===== src/rtl/paralelo_serial_phy_tx_if.sv =====
// Byte-side handshake and serial-side status bundle of the parallel-to-serial PHY transmitter.
interface paralelo_serial_phy_tx_if;
  logic [7:0] data_in;
  logic       valid_in;
  logic       in_ready;
  logic       data_out;
  logic       active;
  logic       tx_valid;

  modport master (
    output data_in,
    output valid_in,
    input  in_ready,
    input  data_out,
    input  active,
    input  tx_valid
  );

  modport slave (
    input  data_in,
    input  valid_in,
    output in_ready,
    output data_out,
    output active,
    output tx_valid
  );
endinterface


===== src/rtl/paralelo_serial_phy_tx.sv =====
// Parallel-to-serial PHY transmitter: SYNC_COUNT COMMA bytes after reset, then
// MSB-first user bytes or COMMA idles with a zero-bubble byte-boundary handshake.
module paralelo_serial_phy_tx #(
  parameter logic [7:0]  COMMA      = 8'hBC,
  parameter int unsigned SYNC_COUNT = 4
) (
  input logic                     clk_32f,
  input logic                     default_values,
  paralelo_serial_phy_tx_if.slave bus
);

  localparam logic [3:0] SYNC_LAST = 4'(SYNC_COUNT);

  typedef enum logic {
    ST_SYNC = 1'b0,
    ST_RUN  = 1'b1
  } state_t;

  state_t     r_state;
  state_t     w_state_next;
  logic [2:0] r_bit_cnt;   // index of the bit loaded onto data_out at the next edge
  logic [2:0] w_bit_cnt_next;
  logic [3:0] r_sync_cnt;  // preamble bytes started so far
  logic [3:0] w_sync_cnt_next;
  logic [7:0] r_shift;
  logic [7:0] w_shift_next;
  logic       r_data_out;
  logic       w_data_out_next;
  logic       r_tx_valid;
  logic       w_tx_valid_next;
  logic       r_in_ready;
  logic       w_in_ready_next;
  logic       r_active;
  logic       w_active_next;
  logic [7:0] w_byte;
  logic       w_byte_user;

  // FSM state register
  always_ff @(posedge clk_32f) begin
    if (default_values) begin
      r_state <= ST_SYNC;
    end else begin
      r_state <= w_state_next;
    end
  end

  // Serializer datapath and registered outputs
  always_ff @(posedge clk_32f) begin
    if (default_values) begin
      r_bit_cnt  <= 3'd0;
      r_sync_cnt <= 4'd0;
      r_shift    <= 8'h00;
      r_data_out <= 1'b0;
      r_tx_valid <= 1'b0;
      r_in_ready <= 1'b0;
      r_active   <= 1'b0;
    end else begin
      r_bit_cnt  <= w_bit_cnt_next;
      r_sync_cnt <= w_sync_cnt_next;
      r_shift    <= w_shift_next;
      r_data_out <= w_data_out_next;
      r_tx_valid <= w_tx_valid_next;
      r_in_ready <= w_in_ready_next;
      r_active   <= w_active_next;
    end
  end

  // Next-state, byte selection and shift logic
  always_comb begin
    w_state_next    = r_state;
    w_bit_cnt_next  = r_bit_cnt + 3'd1;
    w_sync_cnt_next = r_sync_cnt;
    w_shift_next    = {r_shift[6:0], 1'b0};
    w_data_out_next = r_shift[7];
    w_tx_valid_next = r_tx_valid;
    w_active_next   = r_active;
    w_byte          = COMMA;
    w_byte_user     = 1'b0;

    if (r_bit_cnt == 3'd0) begin
      // in_ready is only ever high ahead of a RUN byte, so it alone gates capture
      if (r_in_ready && bus.valid_in) begin
        w_byte      = bus.data_in;
        w_byte_user = 1'b1;
      end else begin
        w_byte      = COMMA;
        w_byte_user = 1'b0;
      end

      case (r_state)
        ST_SYNC: begin
          if (r_sync_cnt == SYNC_LAST) begin
            w_state_next  = ST_RUN;
            w_active_next = 1'b1;
          end else begin
            w_sync_cnt_next = r_sync_cnt + 4'd1;
          end
        end
        ST_RUN: begin
          w_state_next = ST_RUN;
        end
        default: begin
          w_state_next = ST_SYNC;
        end
      endcase

      w_data_out_next = w_byte[7];
      w_shift_next    = {w_byte[6:0], 1'b0};
      w_tx_valid_next = w_byte_user;
    end else begin
      w_state_next = r_state;
    end

    if ((r_bit_cnt == 3'd7) && ((r_state == ST_RUN) || (r_sync_cnt == SYNC_LAST))) begin
      w_in_ready_next = 1'b1;
    end else begin
      w_in_ready_next = 1'b0;
    end
  end

  assign bus.data_out = r_data_out;
  assign bus.tx_valid = r_tx_valid;
  assign bus.in_ready = r_in_ready;
  assign bus.active   = r_active;

endmodule


===== src/flat_wrapper.sv =====
// flat-port wrapper written by rule: the top's interface ports become plain ports
module paralelo_serial_phy_tx_flat 
#(
  parameter logic [7:0]  COMMA      = 8'hBC,
  parameter int unsigned SYNC_COUNT = 4
)
  (clk_32f, default_values, bus_data_in, bus_valid_in, bus_in_ready, bus_data_out, bus_active, bus_tx_valid);
  paralelo_serial_phy_tx_if bus_i ();
  input logic clk_32f;
  input logic default_values;
  input wire logic [$bits(bus_i.data_in)-1:0] bus_data_in;
  input wire logic [$bits(bus_i.valid_in)-1:0] bus_valid_in;
  output wire logic [$bits(bus_i.in_ready)-1:0] bus_in_ready;
  output wire logic [$bits(bus_i.data_out)-1:0] bus_data_out;
  output wire logic [$bits(bus_i.active)-1:0] bus_active;
  output wire logic [$bits(bus_i.tx_valid)-1:0] bus_tx_valid;
  assign bus_i.data_in = bus_data_in;
  assign bus_i.valid_in = bus_valid_in;
  assign bus_in_ready = bus_i.in_ready;
  assign bus_data_out = bus_i.data_out;
  assign bus_active = bus_i.active;
  assign bus_tx_valid = bus_i.tx_valid;
  paralelo_serial_phy_tx #(.COMMA(COMMA), .SYNC_COUNT(SYNC_COUNT)) u_core (.clk_32f(clk_32f), .default_values(default_values), .bus(bus_i));
endmodule

===== config.mk =====
export PLATFORM = sky130hd
export DESIGN_NAME = paralelo_serial_phy_tx_flat
export DESIGN_NICKNAME = d
export VERILOG_FILES = /design/src/rtl/paralelo_serial_phy_tx_if.sv /design/src/rtl/paralelo_serial_phy_tx.sv /design/src/flat_wrapper.sv
export SDC_FILE = /design/constraint.sdc
export NUM_CORES = 1
export LEC_CHECK = 0
export ABC_AREA = 1
export CAP_MARGIN = 20
export CELL_PAD_IN_SITES_DETAIL_PLACEMENT = 1
export CELL_PAD_IN_SITES_GLOBAL_PLACEMENT = 1
export CORE_ASPECT_RATIO = 1.5
export CORE_UTILIZATION = 30
export CTS_CLUSTER_SIZE = 24
export DETAILED_ROUTE_END_ITERATION = 12
export PLACE_DENSITY = 0.66
export SLEW_MARGIN = 20
export SYNTH_ARGS = -nofsm -noshare
export SYNTH_HDL_FRONTEND = slang
export SYNTH_SLANG_ARGS = --single-unit

===== constraint.sdc =====
create_clock -name clk_32f -period 1.6 [get_ports clk_32f]
set_clock_uncertainty 0.2 [all_clocks]
set_input_delay 0.32 -clock clk_32f [delete_from_list [all_inputs] [get_ports clk_32f]]
set_output_delay 0.32 -clock clk_32f [all_outputs]
set_load 0.01 [all_outputs]

==> impl_metrics.py <==
metrics = {
    "outcome": {
        "status": "complete, no violations",
    },
    "power_and_ir_drop": {
        "powerDensity_mw_per_mm2": 934,
        "ir_worst_vdd_mv": 0.516,
        "finalPower_mw": 0.933,
        "p_leak_nw": 0.461,
    },
    "clock_tree": {
        "post_cts_buffers": 0,
        "cts_htree_levels": 1,
        "cts_tree": "done",
        "clock_latency_ps": 300,
        "cts_hold_buf": 0,
        "cts_root_buf": "clkbuf_4",
        "clockBufferDepth": 2,
        "cts_buffers": 3,
        "path_clk_slew_ps": 100,
        "clock-sinks": 19,
    },
    "cells_and_area": {
        "n_antenna_cell": 0,
        "drive_gt1_share_pct": 12.6,
        "syn_to_final_growth_pct": 26.7,
        "fillers": 312,
        "nets": 136,
        "utilization_pct": 40.3,
    },
    "routing": {
        "first_iter_violations": 4,
        "viasPerCell": 4.87,
        "drtPass1Iterations": 2,
        "num_vias": 696,
        "wl_met2_um": 848,
        "routed_wl_mm": 1.62,
        "drc": 0,
        "m1WireLength_um": 695,
        "ant_nets": 0,
        "top_layer": "met4",
        "wire_per_inst_um": 11.3,
        "wl_met3_um": 43,
    },
    "min_path": {
        "hold_depth": 1,
        "min_path_type": "flip-flop to flip-flop",
    },
    "grt": {
        "grt_pass1_wl_mm": 2.93,
        "grt_pass1_vias": 692,
        "grt_overflow_total": 0,
        "antenna_found_initial": 0,
        "grt_max_degree": 14,
        "gr-usage-all-layers_pct": 13.7,
    },
    "timing": {
        "whs_ps": 252,
        "final.setup.tns_ps": 0,
        "fin_crit_sh_pct": 91.9,
        "maxSlewViolCount": 0,
        "setup_slack_ps": 130,
        "finalHoldViolations": 0,
        "rsz0062_at_grt": "false",
        "period_minus_slack_ps": 1470,
        "slew_headroom_pct": 85.9,
        "worst_pin_slew_ps": 211,
        "setup_viol": 0,
        "max_freq_ghz": 0.680,
    },
    "place": {
        "dp_slack_ps": -11.6,
        "post-dp-hpwl_mm": 1.25,
        "portBuffers": 14,
        "gp_congestion": 0.705,
    },
    "synthesis": {
        "yosysTopAreaCellShare_pct": 48.3,
        "syn_avg_cell_area_um2": 7.88,
        "ys_ff_latch": 19,
        "synth_fp_nets": 116,
        "postSynthCellCount": 100,
        "synth_fa_ha_area_share_pct": 7.94,
        "synth_compound_area_share_pct": 6.35,
        "synth-warning-count": 0,
        "synth_top_family_by_area": "simple AND/OR/NAND/NOR gates",
        "synth_mux_area_share_pct": 0,
        "ys_types": 15,
        "synth_xor_xnor_area_share_pct": 0,
        "yosysSeqAreaShare_pct": 48.3,
        "ys_top_cells_by_area": "dfxtp_1 (48%), nor2_1 (11%), ha_1 (7.9%)",
        "synthSimpleGateAreaFrac_pct": 28.6,
        "synth.largest_area_cell": "dfxtp_1",
        "synth_area_um2": 788,
    },
    "flow_run": {
        "drv_cap": 0,
    },
    "worst_setup_path": {
        "critPathRequiredTime_ps": 1080,
        "cp.arrival_ps": 950,
        "cp_max_fo": 3,
        "critPathTopFamily": "flip-flops",
        "cp.depth": 1,
        "criticalPathCategory": "flip-flop to output port",
        "crit_chain": "dlygate4sd2_1",
        "slowest_stage": "dfxtp_2",
        "crit_buf_inv": 1,
        "cp-start-kind": "flip-flop",
        "slowest_delay_ps": 380,
        "crit_path_end_kind": "output port",
        "rr_worst_depth": 6,
    },
    "floorplan": {
        "core_mm2": 0.00248,
        "dieArea_mm2": 0.00284,
        "start_util_pct": 31.8,
        "boundaryPins": 15,
        "dieWidth_um": 43.9,
        "row_count": 22,
        "die_y_um": 64.8,
    },
}
-- cells in the final DEF, fill, tap and decap left out, drive strengths merged --
master / netlist / layout
a21oi: 3 / 3
dfxtp: 19 / 19
nand3: 10 / 10
nand2: 11 / 11
dlygate4sd2: 0 / 4
clkdlybuf4s50: 0 / 10
inv: 16 / 16
ha: 5 / 5
clkbuf: 0 / 4
buf: 1 / 2
nor2: 27 / 27
o21ai: 7 / 7
nand4: 1 / 1
-- power breakdown --
group          switching, mW  total (mW)  internal (mW)
sequential            0.0158       0.522          0.506
combinational         0.0888       0.162         0.0731
clock                  0.151       0.249         0.0973
total                  0.256       0.933          0.677
-- layer usage --
metal / global-route usage (%) / vias up
met5: 0 / -
li1: - / 346
met4: 7.95 / 0
met2: 22.2 / 11
met3: 2.51 / 4
met1: 16.6 / 335
-- timing repair --
action / 4_1_cts / 5_1_grt
pin swaps: 0 / 0
setup endpoints to repair: 4 / 6
resized for setup: 5 / 2
-- cells by family (layout without fill, tap and decap cells) --
| group | Yosys count | after routing |
|---|---|---|
| AND/OR/NAND/NOR | 49 | 49 |
| flip-flops | 19 | 19 |
| buffers and inverters | 17 | 36 |
| AO/OA/AOI/OAI | 10 | 10 |
| adder cells (fa/ha/maj) | 5 | 5 |
-- path summary, 6_finish.rpt --
path                                                  endpoint                           start  slack (ps)
worst max-delay path                              bus_in_ready  u_core.bus.in_ready$_SDFF_PP0_         130
worst min-delay path            u_core.r_bit_cnt[0]$_SDFF_PP0_  u_core.r_bit_cnt[0]$_SDFF_PP0_         250
worst max register to register    u_core.r_shift[4]$_SDFF_PP0_  u_core.r_bit_cnt[0]$_SDFF_PP0_         190
worst min register to register  u_core.r_bit_cnt[0]$_SDFF_PP0_  u_core.r_bit_cnt[0]$_SDFF_PP0_         250
-- synth_stat cells --
cell type,count
inv_1,14
nand2_1,10
nand3_1,9
inv_2,1
nand4_2,1
inv_4,1
o21ai_0,7
buf_4,1
nand2_4,1
ha_1,5
a21oi_1,3
nand3_2,1
nor2_1,24
nor2_2,3
dfxtp_1,19
-- per-stage QoR --
stage / cells / cell area [um^2]
2_1_floorplan: 100 / 788
3_3_place_gp: 139 / 966
3_5_place_dp: 139 / 966
4_1_cts: 143 / 988
5_1_grt: 143 / 998
6_report: 143 / 998
-- sequential cells by signal, summed over array words and instances, names as in the netlist --
register / count
u_core.r_state: 1
u_core.bus.tx_valid: 1
u_core.bus.data_out: 1
u_core.r_sync_cnt: 4
u_core.r_bit_cnt: 3
u_core.r_shift: 7
u_core.bus.active: 1
u_core.bus.in_ready: 1
-- final cells by class --
class | count | area (um^2) | area share (%)
flip-flops and latches | 19 | 382 | 38.2
clock buffers | 4 | 26.3 | 2.63
inverters | 16 | 62.6 | 6.27
well taps | 24 | 30.0 | 3.01
multi-input cells | 64 | 348 | 34.8
repair buffers | 16 | 150 | 15.0
(Power assumes the default switching activity.)
